<file path="src/rtl/imm_pkg.sv">
// Shared types for the immediate-generation stage: format encodings and
// the skid-buffer occupancy states.
package imm_pkg;

  localparam int IMMSRC_W = 3;

  typedef enum logic [IMMSRC_W-1:0] {
    IMM_I = 3'b000,
    IMM_S = 3'b001,
    IMM_B = 3'b010,
    IMM_J = 3'b011,
    IMM_U = 3'b100,
    IMM_Z = 3'b101
  } immsrc_e;

  typedef enum logic [1:0] {
    BUF_EMPTY = 2'b00,
    BUF_ONE   = 2'b01,
    BUF_FULL  = 2'b10
  } buf_state_e;

endpackage

</file>
<file path="src/rtl/imm_decode.sv">
// Combinational immediate extraction: slices the instruction word per format
// and sign/zero-extends the result to XLEN.
module imm_decode
  import imm_pkg::*;
#(
  parameter int XLEN = 32
) (
  input  logic [31:0]         instr_i,
  input  logic [IMMSRC_W-1:0] immsrc_i,
  output logic [XLEN-1:0]     immop_o,
  output logic                illegal_o
);

  logic        sign;
  logic signed [31:0] imm32;

  assign sign = instr_i[31];

  always_comb begin
    // NOTE: every always_comb output gets a default first so no path leaves it unassigned (no latch).
    imm32     = '0;
    illegal_o = 1'b0;
    case (immsrc_i)
      IMM_I:   imm32 = {{20{sign}}, instr_i[31:20]};
      IMM_S:   imm32 = {{20{sign}}, instr_i[31:25], instr_i[11:7]};
      IMM_B:   imm32 = {{19{sign}}, instr_i[31], instr_i[7], instr_i[30:25], instr_i[11:8], 1'b0};
      IMM_J:   imm32 = {{11{sign}}, instr_i[31], instr_i[19:12], instr_i[20], instr_i[30:21], 1'b0};
      IMM_U:   imm32 = {instr_i[31:12], 12'b0};
      IMM_Z:   imm32 = {27'b0, instr_i[19:15]};
      default: illegal_o = 1'b1;
    endcase
  end

  // Every format is fully formed in 32 bits; a signed size cast widens to XLEN.
  // Z has bit 31 clear, so it stays zero-extended.
  assign immop_o = XLEN'(imm32);

endmodule

</file>
<file path="src/rtl/imm_extend_stage.sv">
// Registered immediate stage: decode and PC-relative add feed a 2-entry skid
// buffer whose in_ready depends only on occupancy, never on out_ready.
module imm_extend_stage
  import imm_pkg::*;
#(
  parameter int XLEN = 32
) (
  input  logic                clk,
  input  logic                rst_n,
  input  logic                flush,
  input  logic                in_valid,
  output logic                in_ready,
  input  logic [31:0]         instr,
  input  logic [IMMSRC_W-1:0] immsrc,
  input  logic [XLEN-1:0]     pc,
  output logic                out_valid,
  input  logic                out_ready,
  output logic [XLEN-1:0]     immop,
  output logic [XLEN-1:0]     target,
  output logic                illegal
);

  typedef struct packed {
    logic [XLEN-1:0] immop;
    logic [XLEN-1:0] target;
    logic            illegal;
  } imm_entry_t;

  buf_state_e state_q, state_d;
  imm_entry_t head_q, head_d;
  imm_entry_t tail_q, tail_d;
  imm_entry_t entry_in;
  logic [XLEN-1:0] dec_immop;
  logic            dec_illegal;
  logic            accept;
  logic            drain;

  imm_decode #(.XLEN(XLEN)) u_decode (
    .instr_i   (instr),
    .immsrc_i  (immsrc),
    .immop_o   (dec_immop),
    .illegal_o (dec_illegal)
  );

  assign entry_in.immop   = dec_immop;
  assign entry_in.target  = pc + dec_immop;
  assign entry_in.illegal = dec_illegal;

  assign accept = in_valid && in_ready;
  assign drain  = out_valid && out_ready;

  always_ff @(posedge clk or negedge rst_n) begin
    // NOTE: state registers use non-blocking assignments so every flop samples pre-edge values.
    if (!rst_n) state_q <= BUF_EMPTY;
    else        state_q <= state_d;
  end

  always_comb begin
    state_d = state_q;
    if (flush) begin
      state_d = BUF_EMPTY;
    end else begin
      case (state_q)
        BUF_EMPTY: if (accept) state_d = BUF_ONE;
        BUF_ONE: begin
          if (accept && !drain)      state_d = BUF_FULL;
          else if (!accept && drain) state_d = BUF_EMPTY;
        end
        BUF_FULL:  if (drain) state_d = BUF_ONE;
        default:   state_d = BUF_EMPTY;
      endcase
    end
  end

  always_comb begin
    in_ready  = 1'b1;
    out_valid = 1'b0;
    case (state_q)
      BUF_ONE:  out_valid = 1'b1;
      BUF_FULL: begin
        in_ready  = 1'b0;
        out_valid = 1'b1;
      end
      default: ;
    endcase
  end

  // Head is the oldest entry; tail only fills when the head is held.
  // A flush forces EMPTY, so whatever lands in the slots that cycle is dead.
  always_comb begin
    head_d = head_q;
    tail_d = tail_q;
    case (state_q)
      BUF_EMPTY: if (accept) head_d = entry_in;
      BUF_ONE: begin
        if (accept && drain) head_d = entry_in;
        else if (accept)     tail_d = entry_in;
      end
      BUF_FULL:  if (drain) head_d = tail_q;
      default: ;
    endcase
  end

  always_ff @(posedge clk or negedge rst_n) begin
    // NOTE: the two data slots are reset because the head drives the outputs, which must read 0 in reset.
    if (!rst_n) begin
      head_q <= '0;
      tail_q <= '0;
    end else begin
      head_q <= head_d;
      tail_q <= tail_d;
    end
  end

  assign immop   = head_q.immop;
  assign target  = head_q.target;
  assign illegal = head_q.illegal;

endmodule

</file>
<file path="config.mk">
export PLATFORM = sky130hd
export DESIGN_NAME = imm_extend_stage
export DESIGN_NICKNAME = d
export VERILOG_FILES = /design/src/rtl/imm_pkg.sv /design/src/rtl/imm_decode.sv /design/src/rtl/imm_extend_stage.sv
export SDC_FILE = /design/constraint.sdc
export NUM_CORES = 1
export LEC_CHECK = 0
export CAP_MARGIN = 20
export CORE_UTILIZATION = 54
export CTS_CLUSTER_DIAMETER = 150
export DETAILED_ROUTE_END_ITERATION = 10
export GPL_TIMING_DRIVEN = 0
export PLACE_DENSITY = 0.8
export SYNTH_ARGS = -nofsm -noshare
export SYNTH_HDL_FRONTEND = slang
export SYNTH_HIERARCHICAL = 1
export SYNTH_SLANG_ARGS = --single-unit
</file>
<file path="constraint.sdc">
create_clock -name clk -period 2.55 [get_ports clk]
set_clock_uncertainty 0.1 [all_clocks]
set_input_delay 0.51 -clock clk [delete_from_list [all_inputs] [get_ports clk]]
set_output_delay 0.51 -clock clk [all_outputs]
set_load 0.02 [all_outputs]
</file>
# Word-level counts from Yosys, hierarchy flattened
# Cells that the tools add are included.
op_classes:
  n_eq_ne: 13
  add_sub_neg: 1
  shifts: 0
  mul: 0
  n_reduce_logical: 15
  muxes: 14
  order_cmp: 0
  div: 0
  bitwise_logic: 1
ops:
  columns: ["cell", "n"]
  rows:
  - ["2-to-1 mux 65 bit", 3]
  - ["case mux 65 bit (3 select lines)", 1]
  - ["case mux 32 bit (6 select lines)", 1]
  - ["adder 32 bit", 1]
  - ["2-to-1 mux 2 bit", 5]
  - ["== test 3 x 2 -> 1 bit, second input constant", 2]
  - ["== test 3 bit, second input constant", 2]
  - ["!= test 2 bit, second input constant", 3]
  - ["!= test 3 bit, second input constant", 2]
  - ["case mux 2 bit (3 select lines)", 1]
  - ["AND reduction 3 bit", 2]
  - ["OR reduction 6 bit", 1]
  - ["logical AND 1 bit", 5]
  - ["!= test 4 bit, second input constant", 1]
  - ["AND reduction 4 bit", 1]
  - ["== test 3 x 1 -> 1 bit, second input constant", 1]
  - ["zero test 3 bit", 1]
  - ["2-to-1 mux 1 bit", 3]
  - ["nonzero test 3 bit", 1]
  - ["== test 2 x 1 -> 1 bit, second input constant", 1]
  - ["== test 2 bit, second input constant", 1]
  - ["zero test 1 bit", 2]
  - ["zero test 2 bit", 1]
  - ["OR reduction 2 bit", 1]
  - ["inverter 1 bit", 1]
totals:
  wordCells: 51
  latchBits: 0
  inputBits: 72
  output_inout_bits: 67
  mem_bits_rw: 0
  reg_bits: 132
  memories: 0
  mem_bits_ro: 0

# Depth between registers and ports, before layout
# Gate-level depths: netlist of run 1.
logic_depth:
  word_depth: 9
  depth_mapped: 16
  depth_no_buf: 14

# Modules after synthesis
# Netlist of run 1, hierarchy kept.
modules_own_cells:
  columns: ["module", "instances", "area_each_um2", "cells_each", "seq_area_each_um2"]
  rows:
  - ["imm_extend_stage", 1, 7188.1, 697, 3303.2]
  - ["imm_decode", 1, 550.5, 80, 0.0]

# Least setup slack after synthesis of run 1
# Ideal clock, no wire load.
synth_path:
  kind: "input to register"
  startpoint: "input immsrc[1]"
  endpoint: "register head_q (netlist bit target[18])"
  cell_stages: 14
  slack_ps: -1075
  t_required_ps: 2364
  setup_time_ps: 86
  arrival_ps: 3439
  n_path_buf: 2
  path_cell_list: "buf_4 -> buf_1 -> nor2_1 -> ha_1 -> fa_1 -> a21o_1 -> a221oi_4 -> o21ai_2 -> a21oi_2 -> o21ai_2 -> a21bo_1 -> a21oi_1 -> mux2_1 -> nor3_1"
synth_via:
  elab_chain_cells: 5
  word_cells_on_any_way: 11
  classes_between: "1 x add/sub; 5 x eq/ne; 4 x mux; 1 x reduce/logical"
synth_lines:
  columns: ["item", "line_no", "rtl"]
  rows:
  - ["start, declared", "imm_extend_stage.sv:14", "input logic [IMMSRC_W-1:0] immsrc,"]
  - ["== test 3 bit, or another cell as far along", "imm_decode.sv:23", "case (immsrc_i)"]
  - ["case mux 32 bit (6 select lines) *", "imm_decode.sv:23", null]
  - ["named net dec_immop[0]", "imm_extend_stage.sv:33", "logic [XLEN-1:0] dec_immop;"]
  - ["adder 32 bit *", "imm_extend_stage.sv:46", "assign entry_in.target = pc + dec_immop;"]
  - ["2-to-1 mux 65 bit (on tied branches)", "imm_extend_stage.sv:96, imm_extend_stage.sv:94", null]
  - ["case mux 65 bit (3 select lines) *", "imm_extend_stage.sv:93", "case (state_q)"]
  - ["end signal, assigned", "imm_extend_stage.sv:107", "head_q <= '0;"]
  - ["end signal, assigned", "imm_extend_stage.sv:110", "head_q <= head_d;"]
  - ["end, declared", "imm_extend_stage.sv:30", "imm_entry_t head_q, head_d;"]
# The timed path passes the listed nets; every way through them passes the cells marked *. The select of a mux whose other input is x is not followed.
# A chain may end at the register's enable or synchronous reset.

# Worst setup path in the final report of run 1
layout_path:
  startpoint: "input immsrc[1]"
  endpoint: "register head_q (netlist bit target[28])"
# The elaborated chain is that of the path after synthesis.

==> summary.md, run 1 <==
| Metric | Value |
|---|---|
| TritonCTS Buffers | 17 |
| Post-Syn Instances | 777 |
| Finished Layout Cells | 1,180 |
| Ratio of cells with drive above 1 in the final layout | 32.3% |
| Slew HR | 47.3% |
| Synth top area share | 42.7% |
| Dpl cell area | 9460 µm² |
| Critical path buffer and inverter count | 1 |
| Tot GR Track Use | 35.4% |
| Setup CP Type | in -> reg |
| Status | finished with violations |
| DR vias | 7,404 |
| Crit-path cells | buf_12 > xor2_4 > mux2i_2 > o21ai_4 > fa_2 > a21o_1 > a221oi_4 > o21ai_4 > a211oi_4 > o21ai_2 > a41oi_2 > xnor2_2 > nand2_1 > a31oi_1 |
| Slowest stage cell, crit path | fa_2 |
| Grt total ovfl | 0 |
| Die span in y | 122 µm |
| Ant diodes | 0 |
| Max Clock Freq | 0.295 GHz |
| H-tree depth | 4 |
| Slew Viols, Final | 0 |
| Post-synth top flop | dfrtp_1 |
| Drt first pass iters | 6 |
| DRC | 0 |
| Critical Path AT | 3.65 ns |
| Area leader, netlist | dfrtp_1 |
| Synth area leaders | dfrtp_1 43%, mux2_2 7.6%, mux2i_1 7.0% |
| Hold Path Depth | 2 |
| Clock sinks | 132 |
| Synth Net Count | 885 |
| Worst r2r dst | target[16]$_DFFE_PN0P_ |
| Port bufs | 129 |
| Hold Slack | 0.392 ns |
| Final hold vios | 0 |
| R2R depth | 10 |
| Register area share after synthesis | 42.7% |
| CP startpoint kind | input port |
| Core footprint | 13,900 µm² |
| Vias in the first global route | 7,235 |
| DP Cell Count | 1,087 |
| Post-route ant nets | 0 |
| Crit path largest cell delay | 0.42 ns |
| RR Startpoint | state_q[0]$_DFFE_PN0P_ |
| Most common cell after layout, fill and taps aside | dfrtp_1 |
| Endpoints failing setup | 54 |
| Post-route design area | 11,500 µm² |
| CP required | 2.81 ns |
| Leakage | 5.14 nW |
| Max-cap check violation count | 0 |
| Initial antenna violation count | 0 |
| Clock buffer depth | 2 |
| Hold path start | target[13]$_DFFE_PN0P_ |
| Post-DP HPWL | 16,700 µm |
| Die area | 14,800 µm² |
| Commonest non-fill, non-tap cells in the layout | 132 x dfrtp_1, 115 x clkdlybuf4s50_1, 66 x a21oi_1 |
| Number of synthesized register bits | 132 |
| # IOs | 139 |
| Nets | 1,095 |
| Clock Latency Late Sink | 0.43 ns |
| Min Tclk post-route | 3.39 ns |
| CTS tree | yes |
| DR vias/cell | 6.27 |
| First-pass GRT wire length | 38,900 µm |
| Clk slew on worst S/H paths | 0.06 ns |
| Post-Route WL | 27,100 µm |
| Worst-Margin Slew | 0.790 ns |
| R2R Setup Slk | -0.16 ns |
| Synth unique cells | 66 |
| Worst-path maximum fanout | 4 |
| Max VDD drop | 546 µV |
| Post-synth ARST share | 100% |
| # rows | 43 |
| Avg Cell Area, Syn | 9.96 µm² |
| Most used cell, CP | o21ai_4 |
| Final period utilization | 133% |
| Die Width | 122 µm |
| Synth warn | 6 |
| Path category of the worst min-delay check | reg -> reg |
| Area growth, synth to finish | 48.9% |
| Largest net degree at the start of global routing | 96 |
| Starting density of the core | 55.5% |
| DR iter-0 viols | 658 |
| Post-Syn Area | 7740 µm² |
| RSZ-0062 raised after global routing | true |
| PD cells | 1070 nW/µm² |
| Wire length per cell | 23.0 µm |
| Delay-heaviest family, CP | compound AO/OA/AOI/OAI gates |
| Hold EP | target[13]$_DFFE_PN0P_ |
| Final setup margin | -0.837 ns |
| Post-synth EDFFs | 0 |
| GPL Wtd Cong | 0.961 |
| Critical Path End Type | register |
| Violated checks | negative setup slack |
| CTS Root Buffer Type | clkbuf_16 |
[metal layers]
metal	routed length [µm]	track usage, %	up-vias
met5	0	0	-
met4	1090	17.1	0
met3	2140	7.54	95
met2	13100	57.7	420
met1	10800	44.9	3671
li1	-	-	3218
[state kept, by name, summed over array words and instances, names as in the netlist]
register / cells
target: 32
illegal: 1
tail_q: 65
state_q: 2
immop: 32
[cells by family after synthesis]
family	after synthesis	synth area share, %
fa+ha+maj	36	5.92
xor+xnor	30	3.64
buf+inv	57	3.12
simple gates	193	11.5
mux	109	15.0
compound gates	220	18.1
flops	132	42.7
[area by class of cell]
type / instances / area [µm²]
clock inverter: 14 / 176
timing repair buffer: 194 / 1890
multi-input combinational: 588 / 5190
fill: 727 / 2410
buffer: 42 / 268
clock buffer: 18 / 429
sequential: 132 / 3300
inverter: 12 / 45.0
tap: 180 / 225
[tightest hold or removal path, stage by stage, from the launching register on]
cell	delay (ns)
dfrtp_1	0.34
nand2_1	0.05
o21ai_1	0.06
[synthesized netlist by cell type (3+ instances only)]
| cell type | n |
|---|---|
| mux2_2 | 52 |
| nand3_1 | 15 |
| o211ai_1 | 4 |
| and3_1 | 10 |
| nand4_1 | 6 |
| o21ai_1 | 10 |
| buf_2 | 7 |
| xor2_1 | 8 |
| dfrtp_1 | 132 |
| o21bai_1 | 4 |
| nand2_1 | 53 |
| nor3_1 | 11 |
| nor2_1 | 72 |
| a31oi_1 | 3 |
| clkbuf_1 | 24 |
| a21o_1 | 35 |
| inv_1 | 12 |
| o21a_1 | 6 |
| o22ai_1 | 9 |
| ha_1 | 35 |
| xnor2_1 | 21 |
| and2_1 | 5 |
| buf_1 | 11 |
| mux2i_1 | 54 |
| a211oi_1 | 5 |
| nor2b_1 | 9 |
| o21ai_0 | 29 |
| a21oi_1 | 88 |
[report_power, final]
group	total [mW]	internal (mW)	switching, mW	leakage [nW]
Sequential	3.79	3.16	0.629	1.59
Combinational	5.92	2.74	3.18	3.25
Clock	2.57	1.55	1.02	0.297
Total	12.3	7.44	4.83	5.14
[metrics by stage]
stage	TNS (ns)	setup slack, ns	power [mW]	util (%)
floorplan	-22.78	-0.855	6.76	-
global placement	-633.74	-4.07	8.63	67.7
detailed placement	-105.64	-1.94	8.85	67.9
CTS	-21.62	-0.704	11.9	80.0
global route	-37.57	-0.925	12.8	82.7
finish	-32.48	-0.837	12.3	82.7
[worst max path at each step]
stage	startpoint	endpoint	slack, ns	cells after the start
after floorplan	immsrc[1]	target[18]$_DFFE_PN0P_	-0.85	14
after global placement	rst_n	immop[17]$_DFFE_PN0P_	-4.07	1
after detailed placement	immsrc[0]	target[28]$_DFFE_PN0P_	-1.94	16
after CTS	immsrc[0]	target[22]$_DFFE_PN0P_	-0.70	16
after global routing	immsrc[1]	target[28]$_DFFE_PN0P_	-0.93	14
final	immsrc[1]	target[28]$_DFFE_PN0P_	-0.84	14
[timing repair]
action                                  4_1_cts  5_1_grt
gates resized for setup                     162       60
hold buffers                                  1        0
cloned                                        1        0
endpoints found under the setup margin      131      100
pin swaps                                    68       51
endpoints found under the hold margin        37        0
setup buffers                                46       20
(Power assumes the default switching activity.)
==> run 2, diff against run 1 <==
==> constraint.sdc (replaced) <==
create_clock -name clk -period 3.53 [get_ports clk]
set_clock_uncertainty 0.1 [all_clocks]
set_input_delay 0.706 -clock clk [delete_from_list [all_inputs] [get_ports clk]]
set_output_delay 0.706 -clock clk [all_outputs]
set_load 0.02 [all_outputs]
==> run 2 against run 1 <==
  * The run still ends with negative setup slack left
  * Sequential cell count unchanged
  * Clock power down 31%
  * Setup slack better by 0.82 ns
  * Combinational power down 35%
  * Register-to-register slack better by 0.30 ns
  * Via count down 4.8%
  * Hold slack worse by 0.23 ns
  * Utilization down 6.4 points
  * Count of clock-buffer cells in the layout up 1
  * Die area unchanged
  * Critical endpoint is now target[18]$_DFFE_PN0P_
  * Largest power group unchanged
==> summary.md, run 2 (same netlist as run 1, synthesis figures left out) <==
| Metric | Value |
|---|---|
| Max reg flops | 65 |
| Clk slew on worst S/H paths | 0.06 ns |
| Grt total ovfl | 0 |
| Top reg by flops | tail_q |
| Tot GR Track Use | 31.2% |
| Post-route ant nets | 0 |
| Crit-path cells | clkdlybuf4s50_1 > mux2i_2 > o21ai_2 > ha_1 > a21o_1 > a221oi_4 > o21ai_4 > a21oi_4 > o21ai_4 > a21bo_1 > a21oi_4 > mux2_4 > nor3_2 |
| Core footprint | 13,900 µm² |
| Post-Route WL | 24,100 µm |
| Switch share | 38.7% |
| Power, Total | 8.35 mW |
| Dpl cell area | 9350 µm² |
| Fill cell count | 908 |
| CP startpoint kind | input port |
| Delay-heaviest family, CP | compound AO/OA/AOI/OAI gates |
| Ratio of cells with drive above 1 in the final layout | 22.3% |
| Post-route design area | 10,600 µm² |
| Critical Path End Type | register |
| Initial antenna violation count | 0 |
| Max VDD drop | 542 µV |
| Commonest non-fill, non-tap cells in the layout | 132 x dfrtp_1, 123 x clkdlybuf4s50_1, 73 x a21oi_1 |
| Post-DP HPWL | 15,800 µm |
| Path category of the worst min-delay check | in -> async |
| Port bufs | 129 |
| Endpoints failing setup | 2 |
| Clk pwr share | 21.2% |
| Critical Path AT | 3.80 ns |
| Slew Viols, Final | 0 |
| First-pass GRT wire length | 34,600 µm |
| GPL Wtd Cong | 0.902 |
| Setup CP Type | in -> reg |
| Clock Latency Late Sink | 0.43 ns |
| Final hold vios | 0 |
| CTS tree | yes |
| Slew HR | 42.6% |
| Die Width | 122 µm |
| Reg power frac | 32.5% |
| Final setup margin | -0.0178 ns |
| CTS Root Buffer Type | clkbuf_16 |
| TritonCTS Buffers | 17 |
| Final period utilization | 101% |
| RSZ-0062 raised after global routing | true |
| Die area | 14,800 µm² |
| Area growth, synth to finish | 37.4% |
| Vias in the first global route | 6,741 |
| Wire length per cell | 21.0 µm |
| DR iter-0 viols | 663 |
| Slowest stage cell, crit path | clkdlybuf4s50_1 |
| DRC | 0 |
| Worst-path maximum fanout | 4 |
| DR vias | 7,052 |
| Critical path buffer and inverter count | 1 |
| Drt first pass iters | 5 |
| # rows | 43 |
| Nets | 1,064 |
| Crit path largest cell delay | 0.54 ns |
| Leakage | 4.70 nW |
| Combinational share of power | 46.3% |
| H-tree depth | 4 |
| Largest net degree at the start of global routing | 70 |
| PD cells | 786 nW/µm² |
| Ant diodes | 0 |
| Sw Pwr | 3.23 mW |
| Max Clock Freq | 0.282 GHz |
| # IOs | 139 |
| Min Tclk post-route | 3.55 ns |
| Worst-Margin Slew | 0.861 ns |
| DR vias/cell | 6.14 |
| Max-cap check violation count | 0 |
| Status | finished with violations |
| Most common cell after layout, fill and taps aside | dfrtp_1 |
| Die span in y | 122 µm |
| Violated checks | negative setup slack |
| CP required | 3.78 ns |
| Worst slack, placed | -1.19 ns |
| Cell Int Power | 5.12 mW |
| Starting density of the core | 55.5% |
| Setup TNS | -0.0344 ns |
| Hold Slack | 0.163 ns |
| Clock buffer depth | 2 |
| Clock sinks | 132 |
## run 2: cell type report
class                           count  area, µm²  area share [%]
Sequential cell                   132       3300            31.1
Buffer                             41        211            1.99
Inverter                           12       48.8           0.459
Timing Repair Buffer              164       1580            14.9
Tap cell                          180        225            2.12
Clock buffer                       19        453            4.26
Clock inverter                     13        134            1.26
Multi-Input combinational cell    588       4670            43.9
## run 2: timing repair
item,in CTS,in global routing
pin swaps,16,43
gates resized for setup,44,63
buffers inserted,8,25
cloned,0,1
hold endpoints to repair,0,0
hold buffers,0,0
endpoints found under the setup margin,49,27
## run 2: final timing paths
| kind | from | end | slack, ns | cells past startpoint |
|---|---|---|---|---|
| setup / recovery | instr[22] | target[18]$_DFFE_PN0P_ | -0.02 | 13 |
| hold / removal | rst_n | target[12]$_DFFE_PN0P_ | 0.16 | 1 |
| setup reg to reg | state_q[0]$_DFFE_PN0P_ | target[0]$_DFFE_PN0P_ | 0.14 | 8 |
| hold reg to reg | target[10]$_DFFE_PN0P_ | target[10]$_DFFE_PN0P_ | 0.38 | 2 |
| max in group asynchronous | rst_n | tail_q[52]$_DFFE_PN0P_ | 2.40 | 2 |
| min in group clk | target[10]$_DFFE_PN0P_ | target[10]$_DFFE_PN0P_ | 0.38 | 2 |
## run 2: worst register-to-register path: cells and delay by family, from the launching register on
family / cells / cell delay (ns)
adders and majority gates: 1 / 0.15
AOI/OAI and AO/OA: 1 / 0.18
DFF: 1 / 0.40
and+or+nand+nor: 2 / 0.86
buffers and inverters: 4 / 1.54
## run 2: layer usage
| metal | share of wire (%) | global-route usage, % | vias to the layer above |
|---|---|---|---|
| met5 | 0 | 0 | - |
| met4 | 3.4 | 14.0 | 0 |
| met3 | 8.5 | 7.35 | 74 |
| met2 | 48 | 49.8 | 374 |
| met1 | 40 | 40.5 | 3461 |
| li1 | - | - | 3143 |
## run 2: per-stage QoR
stage	std cells	utilization (%)
3_3_place_gp	1086	66.9
4_1_cts	1124	72.7
2_1_floorplan	777	-
6_report	1149	76.3
3_5_place_dp	1087	67.1
5_1_grt	1149	76.3
## run 2: power by group through the flow
stage | sequential [mW] | clock [mW] | combinational (mW)
floorplan | 3.07 | 0 | 1.76
global placement | 2.66 | 0 | 3.52
detailed placement | 2.70 | 0 | 3.59
CTS | 2.69 | 1.77 | 3.68
global route | 2.78 | 1.84 | 4.14
finish | 2.71 | 1.77 | 3.87
==> run 3, diff against run 2 <==
--- a/config.mk
+++ b/config.mk
@@ -5,12 +5,14 @@
 export SDC_FILE = /design/constraint.sdc
 export NUM_CORES = 1
 export LEC_CHECK = 0
+export ABC_CLOCK_PERIOD_IN_PS = 3530
 export CAP_MARGIN = 20
-export CORE_UTILIZATION = 54
+export CORE_UTILIZATION = 55
+export CTS_BUF_LIST = sky130_fd_sc_hd__clkbuf_4 sky130_fd_sc_hd__clkbuf_8
 export CTS_CLUSTER_DIAMETER = 150
 export DETAILED_ROUTE_END_ITERATION = 10
 export GPL_TIMING_DRIVEN = 0
-export PLACE_DENSITY = 0.8
+export PLACE_DENSITY = 0.81
 export SYNTH_ARGS = -nofsm -noshare
 export SYNTH_HDL_FRONTEND = slang
 export SYNTH_HIERARCHICAL = 1
==> run 3 against run 2 <==
  * The run still ends with negative setup slack left
  * Global-route usage rose by 1.4 points
  * Via count rose by 1.4%
  * Register-to-register slack improved by 0.08 ns
  * Die area fell by 1.8%
  * Setup slack got worse by 0.037 ns
  * Sequential power barely moved
  * First-iteration DRC count fell by 4.8%
  * Critical path type unchanged
  * Count of clock-buffer cells in the layout did not move
  * Non-clock buffer count rose by 9
==> summary.md, run 3 (same netlist as run 1, synthesis figures left out) <==
| Metric | Value |
|---|---|
| RSZ-0062 raised after global routing | true |
| Ratio of cells with drive above 1 in the final layout | 23.2% |
| Post-Route WL | 24,300 µm |
| Most common cell after layout, fill and taps aside | dfrtp_1 |
| CP required | 3.84 ns |
| Number of cells on the critical path | 15 |
| Max Clock Freq | 0.279 GHz |
| Initial antenna violation count | 0 |
| Post-DP HPWL | 16,900 µm |
| Finished Layout Cells | 1,153 |
| Clock Latency Late Sink | 0.46 ns |
| Drt first pass iters | 5 |
| Endpoints failing setup | 2 |
| Max-cap check violation count | 0 |
| M2 GR Usage | 53.7% |
| Cell Int Power | 4.79 mW |
| Clock buffer depth | 2 |
| DR vias/cell | 6.20 |
| CTS Hold Buffers Added | 0 |
| Setup CP Type | in -> reg |
| Fill cell count | 829 |
| GPL Wtd Cong | 0.951 |
| Clk slew on worst S/H paths | 0.08 ns |
| Ant diodes | 0 |
| Min Tclk post-route | 3.58 ns |
| Clock sinks | 132 |
| DRC | 0 |
| Max VDD drop | 521 µV |
| Die span in y | 121 µm |
| # rows | 42 |
| Nets | 1,073 |
| Met1 Use GR | 41.2% |
| Slew HR | 46.1% |
| Worst-path maximum fanout | 7 |
| CTS Root Buffer Type | clkbuf_8 |
| Top reg by flops | tail_q |
| Delay-heaviest family, CP | compound AO/OA/AOI/OAI gates |
| DR iter-0 viols | 631 |
| CTS tree | yes |
| Sw Pwr | 3.19 mW |
| Slowest stage cell, crit path | a211o_1 |
| Area growth, synth to finish | 36.1% |
| Critical Path End Type | register |
| Switch share | 40.0% |
| Crit-path cells | buf_8 > bufbuf_16 > nor2b_4 > a21oi_1 > o22ai_2 > ha_4 > nand4_1 > o221ai_2 > a211o_1 > a21oi_2 > o31ai_4 > a221o_1 > xnor2_2 > o211ai_1 > o21a_1 |
| Final hold vios | 0 |
| Die area | 14,500 µm² |
| # IOs | 139 |
| Violated checks | negative setup slack |
| Post-route ant nets | 0 |
| M3 GR Usage | 7.03% |
| Slew Viols, Final | 0 |
| Port bufs | 129 |
| Starting density of the core | 57.3% |
| Tot GR Track Use | 32.6% |
| Leakage | 4.69 nW |
| Worst-Margin Slew | 0.809 ns |
| Grt peak-use layer | met2 |
| Combinational share of power | 49.2% |
| Grt total ovfl | 0 |
| TritonCTS Buffers | 17 |
| Die Width | 121 µm |
| Power, Total | 7.98 mW |
| Worst r2r dst | tail_q[27]$_DFFE_PN0P_ |
| DR vias | 7,148 |
| Critical path buffer and inverter count | 2 |
| CP startpoint kind | input port |
| PD cells | 757 nW/µm² |
| Clk pwr share | 16.9% |
| Commonest non-fill, non-tap cells in the layout | 132 x dfrtp_1, 122 x clkdlybuf4s50_1, 75 x a21oi_1 |
| Core footprint | 13,500 µm² |
| First-pass GRT wire length | 35,500 µm |
| Wire length per cell | 21.1 µm |
| DP Cell Count | 1,083 |
| H-tree depth | 4 |
| Final setup margin | -0.0549 ns |
| Largest net degree at the start of global routing | 99 |
| R2R depth | 8 |
| Status | finished with violations |
| Path category of the worst min-delay check | in -> async |
| Critical Path AT | 3.89 ns |
| R2R Setup Slk | 0.22 ns |
| RR Startpoint | state_q[0]$_DFFE_PN0P_ |
| Final period utilization | 102% |
| Reg power frac | 33.9% |
| Max reg flops | 65 |
| Vias in the first global route | 6,792 |
| Crit path largest cell delay | 0.38 ns |
==> run 3: power by group through the flow <==
stage	clock network, mW	logic [mW]	registers, mW
6_report	1.35	3.92	2.70
3_5_place_dp	0	3.65	2.71
2_1_floorplan	0	1.76	3.07
5_1_grt	1.41	4.19	2.78
3_3_place_gp	0	3.53	2.65
4_1_cts	1.35	3.74	2.69
==> run 3: cell type report <==
class                           instances  area (µm²)  share of cell area, %
Tap cell                              176         220                   2.09
Buffer                                 41         211                   2.01
Sequential cell                       132        3300                   31.4
Multi-Input combinational cell        588        4660                   44.2
Inverter                               12        48.8                  0.463
Timing Repair Buffer                  173        1680                   16.0
Clock inverter                         12         154                   1.46
Clock buffer                           19         255                   2.42
==> run 3: worst max-delay path by stage <==
| stage | start | endpoint | slack (ns) |
|---|---|---|---|
| CTS | instr[15] | tail_q[29]$_DFFE_PN0P_ | 0.007 |
| finish | immsrc[0] | target[29]$_DFFE_PN0P_ | -0.05 |
| global route | immsrc[0] | target[29]$_DFFE_PN0P_ | -0.08 |
| floorplan | immsrc[1] | target[18]$_DFFE_PN0P_ | -0.07 |
| detailed placement | immsrc[0] | tail_q[32]$_DFFE_PN0P_ | -1.28 |
| global placement | rst_n | immop[22]$_DFFE_PN0P_ | -3.29 |
==> run 3: worst register-to-register path: stages (launching register included) <==
cell	delay, ns
dfrtp_1	0.41
inv_1	0.11
ha_1	0.15
clkbuf_1	0.52
nor2_1	0.20
nand3_1	0.36
buf_1	0.66
clkbuf_1	0.50
o21ai_0	0.18
==> run 3: metrics by stage <==
step           utilization [%]  worst slack (ns)  hold WS [ns]  area (µm²)  TNS [ns]
3_3_place_gp              68.9             -3.29         0.363        9310   -474.45
4_1_cts                   74.3           0.00722        0.0229       10000         0
3_5_place_dp              69.2             -1.28         0.371        9340    -44.50
5_1_grt                   78.0           -0.0767        0.0349       10500    -0.367
2_1_floorplan                -           -0.0720         0.310        7800    -0.123
6_report                  78.0           -0.0549        0.0251       10500   -0.0900
==> run 3: metal layers <==
metal  vias up  routed length (µm)
met5         -                   0
met4         0                 968
met3        88                2060
met2       409               11700
met1      3483                9630
li1       3168                   -
==> run 3: what timing repair did <==
action / in CTS / in global routing
setup buffers: 15 / 26
pin swaps: 21 / 42
endpoints found under the setup margin: 49 / 33
gates resized for setup: 40 / 66
cloned: 1 / 1
